`config.mk`:
```
export PLATFORM = sky130hd
export DESIGN_NAME = timekeeper_flat
export DESIGN_NICKNAME = d
export VERILOG_FILES = /design/src/rtl/timekeeper_pkg.sv /design/src/rtl/timekeeper_if.sv /design/src/rtl/timekeeper_bcd_digit.sv /design/src/rtl/timekeeper.sv /design/src/flat_wrapper.sv
export SDC_FILE = /design/constraint.sdc
export NUM_CORES = 1
export LEC_CHECK = 0
export CORE_AREA = 4 4 84 86
export DETAILED_ROUTE_END_ITERATION = 7
export DIE_AREA = 0 0 88 90
export GPL_ROUTABILITY_DRIVEN = 1
export PLACE_DENSITY = 0.75
export SLEW_MARGIN = 20
export SYNTH_ARGS = -nofsm -noshare
export SYNTH_HDL_FRONTEND = slang
export SYNTH_HIERARCHICAL = 1
export SYNTH_SLANG_ARGS = --single-unit
```
`constraint.sdc`:
```
create_clock -name clk -period 4.2 [get_ports clk]
set_input_delay 0.84 -clock clk [delete_from_list [all_inputs] [get_ports clk]]
set_output_delay 0.84 -clock clk [all_outputs]
set_load 0.02 [all_outputs]
```
`src/rtl/timekeeper_pkg.sv`:
```
// Shared types and constants for the timekeeper stopwatch core.
// The EXPIRED state exists only when TIMEKEEPER_COUNTDOWN_EN is defined.
package timekeeper_pkg;

   localparam int DIGIT_W = 4;
   localparam int MOD_LO  = 10;
   localparam int MOD_HI  = 6;

   typedef enum logic [2:0] {
      ST_IDLE   = 3'd0,
      ST_RUN    = 3'd1,
      ST_PAUSE  = 3'd2,
      ST_ADJUST = 3'd3
`ifdef TIMEKEEPER_COUNTDOWN_EN
      ,
      ST_EXPIRED = 3'd4
`endif
   } state_e;

   // Odd-index digits use the high modulus (tens of seconds/minutes).
   function automatic int digit_mod(input int idx, input int hi_mod);
      return ((idx % 2) == 1) ? hi_mod : MOD_LO;
   endfunction

endpackage

```
`src/rtl/timekeeper_if.sv`:
```
// Control strobes and display outputs of the timekeeper core.
interface timekeeper_if #(
   parameter int NDIG = 4,
   parameter int SELW = 3
);
   logic                  tick;
   logic                  adj_tick;
   logic                  clr;
   logic                  run_tgl;
   logic                  lap;
   logic                  dir;
   logic                  adj;
   logic [SELW-1:0]       adj_sel;
   logic [3:0]            adj_val;
   logic [4*NDIG-1:0]     digits;
   logic [4*NDIG-1:0]     shown;
   logic                  running;
   logic                  lap_active;
   logic                  carry;
   logic                  expired;

   modport master (
      output tick, adj_tick, clr, run_tgl, lap, dir, adj, adj_sel, adj_val,
      input  digits, shown, running, lap_active, carry, expired
   );

   modport slave (
      input  tick, adj_tick, clr, run_tgl, lap, dir, adj, adj_sel, adj_val,
      output digits, shown, running, lap_active, carry, expired
   );
endinterface

```
`src/rtl/timekeeper_bcd_digit.sv`:
```
// One BCD digit of modulus MOD with step, clamped load and clear; cout ripples
// the carry (up) or borrow (down) into the next digit.
module bcd_digit
   import timekeeper_pkg::*;
#(
   parameter int MOD = MOD_LO
) (
   input  logic               clk,
   input  logic               rst,
   input  logic               inc,
   input  logic               dec,
   input  logic               cin,
   input  logic               load,
   input  logic [DIGIT_W-1:0] load_val,
   input  logic               clr,
   output logic [DIGIT_W-1:0] value,
   output logic [DIGIT_W-1:0] nxt,
   output logic               is_max,
   output logic               is_zero,
   output logic               cout
);
   localparam logic [DIGIT_W-1:0] MAXV = DIGIT_W'(MOD - 1);

   logic [DIGIT_W-1:0] value_q, value_d;

   assign is_max  = (value_q == MAXV);
   assign is_zero = (value_q == {DIGIT_W{1'b0}});
   assign cout    = cin & ((inc & is_max) | (dec & is_zero));
   assign value   = value_q;
   assign nxt     = value_d;

   // Next digit value: clear beats load beats step.
   always_comb begin
      value_d = value_q;
      if (clr) begin
         value_d = {DIGIT_W{1'b0}};
      end else if (load) begin
         value_d = (load_val > MAXV) ? MAXV : load_val;
      end else if (cin && inc) begin
         value_d = is_max ? {DIGIT_W{1'b0}} : value_q + {{(DIGIT_W-1){1'b0}}, 1'b1};
      end else if (cin && dec) begin
         value_d = is_zero ? MAXV : value_q - {{(DIGIT_W-1){1'b0}}, 1'b1};
      end else begin
         value_d = value_q;
      end
   end

   // Digit register.
   always_ff @(posedge clk or posedge rst) begin
      if (rst) begin
         value_q <= {DIGIT_W{1'b0}};
      end else begin
         value_q <= value_d;
      end
   end
endmodule

```
`src/rtl/timekeeper.sv`:
```
// timekeeper: NDIG-digit mixed-radix BCD stopwatch with run/pause, adjust and lap freeze.
// Countdown (dir, EXPIRED state, expired pulse) is built only with TIMEKEEPER_COUNTDOWN_EN.
module timekeeper
   import timekeeper_pkg::*;
#(
   parameter int NDIG   = 4,
   parameter int HI_MOD = MOD_HI,
   parameter int SELW   = 3
) (
   input  logic        clk,
   input  logic        rst,
   timekeeper_if.slave bus
);
   localparam int W = DIGIT_W * NDIG;

   state_e          state_q, state_d;
   logic            lap_q, lap_d;
   logic            running_q, running_d;
   logic            carry_q, carry_d;
   logic [W-1:0]    shown_q, shown_d;
   logic [W-1:0]    digits_s, digits_nxt_s;
   logic            inc_s, dec_s, load_s, clear_s;
   logic            count_down_s, zero_block_s;
   logic            all_max_s, all_zero_s, one_s;
   logic [NDIG:0]   cin_s;
   logic [NDIG-1:0] is_max_s, is_zero_s, sel_s;
   logic            unused_s;
`ifdef TIMEKEEPER_COUNTDOWN_EN
   logic            expired_q, expired_d;
`endif

   assign cin_s[0] = 1'b1;

   for (genvar gi = 0; gi < NDIG; gi++) begin : g_dig
      assign sel_s[gi] = load_s && (int'(bus.adj_sel) == gi);
      bcd_digit #(.MOD(digit_mod(gi, HI_MOD))) u_dig (
         .clk      (clk),
         .rst      (rst),
         .inc      (inc_s),
         .dec      (dec_s),
         .cin      (cin_s[gi]),
         .load     (sel_s[gi]),
         .load_val (bus.adj_val),
         .clr      (clear_s),
         .value    (digits_s[DIGIT_W*gi +: DIGIT_W]),
         .nxt      (digits_nxt_s[DIGIT_W*gi +: DIGIT_W]),
         .is_max   (is_max_s[gi]),
         .is_zero  (is_zero_s[gi]),
         .cout     (cin_s[gi+1])
      );
   end

   assign all_max_s  = &is_max_s;
   assign all_zero_s = &is_zero_s;
   assign one_s      = (digits_s[DIGIT_W-1:0] == 4'd1) && (&is_zero_s[NDIG-1:1]);

`ifdef TIMEKEEPER_COUNTDOWN_EN
   assign count_down_s = bus.dir;
   assign zero_block_s = bus.dir & all_zero_s;
   assign unused_s     = cin_s[NDIG];
   assign bus.expired  = expired_q;
`else
   assign count_down_s = 1'b0;
   assign zero_block_s = 1'b0;
   assign unused_s     = ^{cin_s[NDIG], bus.dir, one_s, all_zero_s};
   assign bus.expired  = 1'b0;
`endif

   // Control FSM: one action per cycle, in the order clr, adj, run_tgl, tick.
   always_comb begin
      state_d = state_q;
      carry_d = 1'b0;
      inc_s   = 1'b0;
      dec_s   = 1'b0;
      load_s  = 1'b0;
      clear_s = 1'b0;
`ifdef TIMEKEEPER_COUNTDOWN_EN
      expired_d = 1'b0;
`endif
      if (bus.clr) begin
         clear_s = 1'b1;
         state_d = (state_q == ST_ADJUST) ? ST_ADJUST : ST_IDLE;
      end else if (bus.adj) begin
         state_d = ST_ADJUST;
         load_s  = (state_q == ST_ADJUST) && bus.adj_tick;
      end else if (state_q == ST_ADJUST) begin
         state_d = ST_PAUSE;
      end else if (bus.run_tgl) begin
         case (state_q)
            ST_IDLE:  state_d = zero_block_s ? ST_IDLE : ST_RUN;
            ST_RUN:   state_d = ST_PAUSE;
            ST_PAUSE: state_d = ST_RUN;
            default:  state_d = state_q;
         endcase
      end else if (bus.tick && (state_q == ST_RUN)) begin
         if (count_down_s) begin
            dec_s = 1'b1;
`ifdef TIMEKEEPER_COUNTDOWN_EN
            if (one_s) begin
               state_d   = ST_EXPIRED;
               expired_d = 1'b1;
            end else begin
               state_d = state_q;
            end
`endif
         end else begin
            inc_s   = 1'b1;
            carry_d = all_max_s;
         end
      end else begin
         state_d = state_q;
      end
   end

   // Lap freeze: snapshot the pre-update digits, otherwise follow the next value.
   always_comb begin
      lap_d = lap_q;
      if (bus.clr) begin
         lap_d = 1'b0;
      end else if (bus.lap) begin
         if (lap_q) begin
            lap_d = 1'b0;
         end else if ((state_q == ST_RUN) || (state_q == ST_PAUSE)) begin
            lap_d = 1'b1;
         end else begin
            lap_d = lap_q;
         end
      end else begin
         lap_d = lap_q;
      end
      if (lap_d && !lap_q) begin
         shown_d = digits_s;
      end else if (lap_d) begin
         shown_d = shown_q;
      end else begin
         shown_d = digits_nxt_s;
      end
      running_d = (state_d == ST_RUN);
   end

   // State and output registers.
   always_ff @(posedge clk or posedge rst) begin
      if (rst) begin
         state_q   <= ST_IDLE;
         lap_q     <= 1'b0;
         running_q <= 1'b0;
         carry_q   <= 1'b0;
         shown_q   <= {W{1'b0}};
`ifdef TIMEKEEPER_COUNTDOWN_EN
         expired_q <= 1'b0;
`endif
      end else begin
         state_q   <= state_d;
         lap_q     <= lap_d;
         running_q <= running_d;
         carry_q   <= carry_d;
         shown_q   <= shown_d;
`ifdef TIMEKEEPER_COUNTDOWN_EN
         expired_q <= expired_d;
`endif
      end
   end

   assign bus.digits     = digits_s;
   assign bus.shown      = shown_q;
   assign bus.running    = running_q;
   assign bus.lap_active = lap_q;
   assign bus.carry      = carry_q;
endmodule

```
`src/flat_wrapper.sv`:
```
// flat-port wrapper written by rule: the top's interface ports become plain ports
module timekeeper_flat import timekeeper_pkg::*;
#(
   parameter int NDIG   = 4,
   parameter int HI_MOD = MOD_HI,
   parameter int SELW   = 3
)
  (clk, rst, bus_tick, bus_adj_tick, bus_clr, bus_run_tgl, bus_lap, bus_dir, bus_adj, bus_adj_sel, bus_adj_val, bus_digits, bus_shown, bus_running, bus_lap_active, bus_carry, bus_expired);
  timekeeper_if #(.NDIG(NDIG), .SELW(SELW)) bus_i ();
  input  logic clk;
  input  logic rst;
  input wire logic [$bits(bus_i.tick)-1:0] bus_tick;
  input wire logic [$bits(bus_i.adj_tick)-1:0] bus_adj_tick;
  input wire logic [$bits(bus_i.clr)-1:0] bus_clr;
  input wire logic [$bits(bus_i.run_tgl)-1:0] bus_run_tgl;
  input wire logic [$bits(bus_i.lap)-1:0] bus_lap;
  input wire logic [$bits(bus_i.dir)-1:0] bus_dir;
  input wire logic [$bits(bus_i.adj)-1:0] bus_adj;
  input wire logic [$bits(bus_i.adj_sel)-1:0] bus_adj_sel;
  input wire logic [$bits(bus_i.adj_val)-1:0] bus_adj_val;
  output wire logic [$bits(bus_i.digits)-1:0] bus_digits;
  output wire logic [$bits(bus_i.shown)-1:0] bus_shown;
  output wire logic [$bits(bus_i.running)-1:0] bus_running;
  output wire logic [$bits(bus_i.lap_active)-1:0] bus_lap_active;
  output wire logic [$bits(bus_i.carry)-1:0] bus_carry;
  output wire logic [$bits(bus_i.expired)-1:0] bus_expired;
  assign bus_i.tick = bus_tick;
  assign bus_i.adj_tick = bus_adj_tick;
  assign bus_i.clr = bus_clr;
  assign bus_i.run_tgl = bus_run_tgl;
  assign bus_i.lap = bus_lap;
  assign bus_i.dir = bus_dir;
  assign bus_i.adj = bus_adj;
  assign bus_i.adj_sel = bus_adj_sel;
  assign bus_i.adj_val = bus_adj_val;
  assign bus_digits = bus_i.digits;
  assign bus_shown = bus_i.shown;
  assign bus_running = bus_i.running;
  assign bus_lap_active = bus_i.lap_active;
  assign bus_carry = bus_i.carry;
  assign bus_expired = bus_i.expired;
  timekeeper #(.NDIG(NDIG), .HI_MOD(HI_MOD), .SELW(SELW)) u_core (.clk(clk), .rst(rst), .bus(bus_i));
endmodule
```
Word-level counts from Yosys, hierarchy flattened
Index checks and enable logic that the tools add are counted.
{"block": "totals", "reg_bits": 38, "inputBits": 16, "out_inout_bits": 36, "elab_cells": 91}
{"block": "op_classes", "add_sub_neg": 4, "magnitude_cmp": 2, "n_eq_ne": 12, "n_mux": 43, "bitwise": 5, "n_reduce_logical": 16}
{"operator": "$mux W4", "n": 18}
{"operator": "$mux W16", "n": 2}
{"operator": "$mux W1", "n": 17}
{"operator": "$add A4 B1 Y4 const B", "n": 4}
{"operator": "$mux W3", "n": 4}
{"operator": "$logic_and A1 B1 Y1", "n": 10}
{"operator": "$eq A3 B2 Y1 const B", "n": 3}
{"operator": "$eq A4 B3 Y1 const B", "n": 2}
{"operator": "$eq A4 B4 Y1 const B", "n": 2}
{"operator": "$eq A3 B1 Y1 const B", "n": 2}
{"operator": "$eq A3 B3 Y1 const B", "n": 2}
{"operator": "$logic_not A3 Y1", "n": 2}
{"operator": "$pmux W3 S2", "n": 1}
{"operator": "$and A1 B1 Y1", "n": 5}
{"operator": "$gt A4 B3 Y1 const B", "n": 1}
{"operator": "$gt A4 B4 Y1 const B", "n": 1}
{"operator": "$reduce_and A4 Y1", "n": 1}
{"operator": "$mux W2", "n": 1}
{"operator": "$ne A2 B2 Y1 const B", "n": 1}
{"operator": "$reduce_or A2 Y1", "n": 1}
{"operator": "$logic_not A1 Y1", "n": 1}
{"operator": "$logic_or A1 B1 Y1", "n": 1}

Depth between registers and ports, before layout
{"block": "depth", "depth_word": 16, "mapped_depth": 14, "depth_no_buf": 13}

Modules after synthesis
The synthesis kept the hierarchy.
{"module": "timekeeper", "n_inst": 1, "cells_each": 136, "area_per_inst_um2": 1213.7, "seq_area_each_um2": 550.5}
{"module": "bcd_digit (u_core.g_dig[0].u_dig ...)", "n_inst": 2, "cells_each": 56, "area_per_inst_um2": 445.4, "seq_area_each_um2": 100.1}
{"module": "bcd_digit (u_core.g_dig[1].u_dig ...)", "n_inst": 2, "cells_each": 52, "area_per_inst_um2": 422.9, "seq_area_each_um2": 100.1}

Least setup slack after synthesis
OpenSTA, ideal clock, no wires.
{"block": "synth_path", "path_kind": "input -> register", "startpoint": "in bus_clr", "endpoint": "reg u_core.shown_q[13] (netlist: u_core/bus.shown[13])", "setup_time_ns": 0.087, "t_arrival_ns": 4.985, "t_required_ns": 4.113, "setup_slack_ns": -0.872, "stages": 14, "n_path_buf": 2, "cell_sequence": "buf_6 -> nor2_1 -> nor4bb_1 -> a22oi_1 -> nor2b_1 -> nor2b_1 -> clkbuf_2 -> nor2b_1 -> nand2_1 -> nor3b_1 -> a211oi_1 -> a211oi_1 -> nand2_1 -> o211ai_1"}
{"block": "synth_between", "elab_chain_len": 10, "elab_cells_between_ends": 18, "classes_between": "eq/ne (1); mux (9); bitwise (5); reduce/logical (3)"}
{"item": "from (decl)", "line_no": "flat_wrapper.sv:14", "text": "input wire logic [$bits(bus_i.clr)-1:0] bus_clr;"}
{"item": "$mux W1", "line_no": "timekeeper.sv:80", "text": "if (bus.clr) begin"}
{"item": "net u_core.inc_s", "line_no": "timekeeper.sv:22", "text": "logic inc_s, dec_s, load_s, clear_s;"}
{"item": "$and A1 B1 Y1", "line_no": "timekeeper_bcd_digit.sv:28", "text": "assign cout = cin & ((inc & is_max) | (dec & is_zero));"}
{"item": "net u_core.cin_s[1]", "line_no": "timekeeper.sv:25", "text": "logic [NDIG:0] cin_s;"}
{"item": "$and A1 B1 Y1", "line_no": "timekeeper_bcd_digit.sv:28"}
{"item": "net u_core.cin_s[2]", "line_no": "timekeeper.sv:25"}
{"item": "$and A1 B1 Y1", "line_no": "timekeeper_bcd_digit.sv:28"}
{"item": "net u_core.cin_s[3]", "line_no": "timekeeper.sv:25"}
{"item": "$logic_and A1 B1 Y1", "line_no": "timekeeper_bcd_digit.sv:39", "text": "end else if (cin && inc) begin"}
{"item": "$mux W4", "line_no": "timekeeper_bcd_digit.sv:39"}
{"item": "$mux W4", "line_no": "timekeeper_bcd_digit.sv:37", "text": "end else if (load) begin"}
{"item": "$mux W4", "line_no": "timekeeper_bcd_digit.sv:35", "text": "if (clr) begin"}
{"item": "net u_core.digits_nxt_s[13]", "line_no": "timekeeper.sv:21", "text": "logic [W-1:0] digits_s, digits_nxt_s;"}
{"item": "$mux W16", "line_no": "timekeeper.sv:133", "text": "end else if (lap_d) begin"}
{"item": "$mux W16", "line_no": "timekeeper.sv:131", "text": "if (lap_d && !lap_q) begin"}
{"item": "to (signal assigned)", "line_no": "timekeeper.sv:148", "text": "shown_q <= {W{1'b0}};"}
{"item": "to (signal assigned)", "line_no": "timekeeper.sv:157", "text": "shown_q <= shown_d;"}
{"item": "to (decl)", "line_no": "timekeeper.sv:20", "text": "logic [W-1:0] shown_q, shown_d;"}
The timed path passes the listed nets, and every way through them passes these cells. The select of a mux whose other input is x is not followed.
A chain may end at the register's enable or synchronous reset.

Worst setup path after layout
{"block": "layout_path", "startpoint": "in bus_clr", "endpoint": "reg u_core.shown_q[14] (netlist: u_core/bus.shown[14])"}
Same word-level chain as after synthesis.

==> reports/metrics.yaml <==
cts_root_buffer: "clkbuf_8"
dr.max_layer_used: "met4"
post_cts_buffers: 0
vias_per_cell: 5.90
power_frac_clock: 0.320
power_density_nw_per_um2: 264
path_delay_family: "simple AND/OR/NAND/NOR gates"
tns_ns: 0
vias: 2940
area_growth_syn_to_layout_pct: 25.5
grt_max_degree: 29
path_max_fanout: 5
wl_met1_um: 3700
first_pass_iters: 5
hold_violations: 0
synthCells: 350
power.total_mw: 0.973
cp_cell_sequence: "clkdlybuf4s50_1 -> nor2_1 -> nor4bb_4 -> a22oi_1 -> nor2b_1 -> nor2b_1 -> nor2b_1 -> a21oi_1 -> or4_1 -> a21oi_1 -> nand2_1 -> o211ai_1"
port_buffers: 49
drt_iter0_drc: 197
fin_crit_ns: 3.42
final_nets: 448
fin_skew_ns: 0.00765
start_util: 0.468
endpoint_kind: "flop"
drt-total-wl_um: 8460
cts_resized: 0
rsz0062_at_grt: "no"
chipHeight_um: 90
clock.fmax_mhz: 292
final-setup-viol-count: 0
insertion_delay_ns: 0.29
gr-usage-all-layers: 0.222
clkSinkCount: 38
grt_pass1_wl_um: 14200
antenna_cells: 0
cts_tree: "built"
critical_path_arrival_ns: 3.63
critical_path_buf_inv_count: 1
grt_pass1_vias: 2868
hold_buffers: 0
avgSynthCellArea_um2: 8.40
vdd_ir_drop_max_uv: 218
maxCapViolations: 0
min_path_type: "flop to flop"
layout_common_cells: "nand2_1 (56), clkdlybuf4s50_1 (49), dfrtp_1 (38), conb_1 (24)"
io_pins: 52
switching_share: 0.318
switchingPower_mw: 0.309
antenna_found_initial: 0
drc: 0
dieArea_um2: 7920
dp_hpwl_um: 5910
critPathLaunchType: "input pin"
intPower_mw: 0.664
maxSlewViolCount: 0
cp_slowest_stage_delay_ns: 0.51
relSlewSlack: 0.364
h-tree-depth: 2
fin_cells: 498
wl_per_cell_um: 17.0
worstMarginPinSlew_ns: 0.954
power.leakage_nw: 1.55
postRouteAntennaNets: 0
grt_overflow: 0
cpMostUsedCell: "nor2b_1"
comb_power_share: 0.254
rows: 29
period_share: 0.815
status: "finished clean"
cts_made_buffers: 5
path_class: "input pin to flop"
drive_gt1_frac: 0.0618
gp_congestion: 0.853
pwr-share-seq: 0.426
routed-wl-met3_um: 587
dp_cells: 490
final_common_cell: "nand2_1"
met2_wirelength_um: 4040
clock_path_buffers: 2
syn_area_um2: 2940
die_x_um: 88
core_um2: 6280
yosysWarnings: 6
path_clk_slew_ns: 0.08
crit_required_ns: 4.41
crit_slowest_cell: "or4_1"
[area by class of cell]
class                           instances  area [µm²]
Timing Repair Buffer                   58         558
Sequential cell                        38         951
Clock buffer                            7        76.3
Clock inverter                          1        30.0
Multi-Input combinational cell        295        1900
Inverter                               22        82.6
Fill cell                             565        2590
Tap cell                               77        96.3
[through the flow]
stage	setup slack, ns	utilization	cell area, µm²	hold slack [ns]
floorplan	0.362	-	3040	0.501
global placement	0.492	0.571	3580	0.490
detailed placement	0.484	0.571	3580	0.499
CTS	0.774	0.588	3690	0.516
global route	0.515	0.588	3690	0.543
finish	0.776	0.588	3690	0.509
[power groups by stage]
stage	logic [mW]	clock network, mW	registers [mW]
2_1_floorplan	0.138	0	0.433
3_3_place_gp	0.237	0	0.421
3_5_place_dp	0.241	0	0.421
4_1_cts	0.243	0.314	0.414
5_1_grt	0.267	0.333	0.419
6_report	0.247	0.311	0.415
[tightest hold or removal path: cells and delay by family (launching register included)]
family / cells / cell delay, ns
flip-flops: 1 / 0.35
AO/OA/AOI/OAI: 1 / 0.08
AND/OR/NAND/NOR: 1 / 0.05
[registers in the layout, summed over array words and instances (netlist names)]
| signal | count |
|---|---|
| u_core/bus.shown | 16 |
| u_core/g_dig.u_dig/value | 16 |
| u_core/state_q | 3 |
| u_core/bus.carry | 1 |
| u_core/bus.lap_active | 1 |
| u_core/bus.running | 1 |
[per-layer routing]
layer / vias up / global-route usage
li1: 1399 / -
met1: 1403 / 0.299
met2: 120 / 0.355
met3: 18 / 0.0484
met4: 0 / 0.0614
met5: - / 0
[path summary, 6_finish.rpt]
| kind | startpoint | end | slack (ns) | cells past startpoint |
|---|---|---|---|---|
| setup / recovery | bus_clr | u_core/bus.shown[14] | 0.78 | 12 |
| hold / removal | u_core/bus.shown[8] | u_core/bus.shown[8] | 0.51 | 2 |
| setup reg to reg | u_core/g_dig[0].u_dig/value[1] | u_core/bus.shown[14] | 1.22 | 12 |
| hold reg to reg | u_core/bus.shown[8] | u_core/bus.shown[8] | 0.51 | 2 |
| max in group asynchronous | rst | u_core/bus.shown[14] | 2.35 | 2 |
| min in group asynchronous | rst | u_core/g_dig[3].u_dig/value[2] | 0.93 | 2 |
Power figures use the tool's default switching activity.
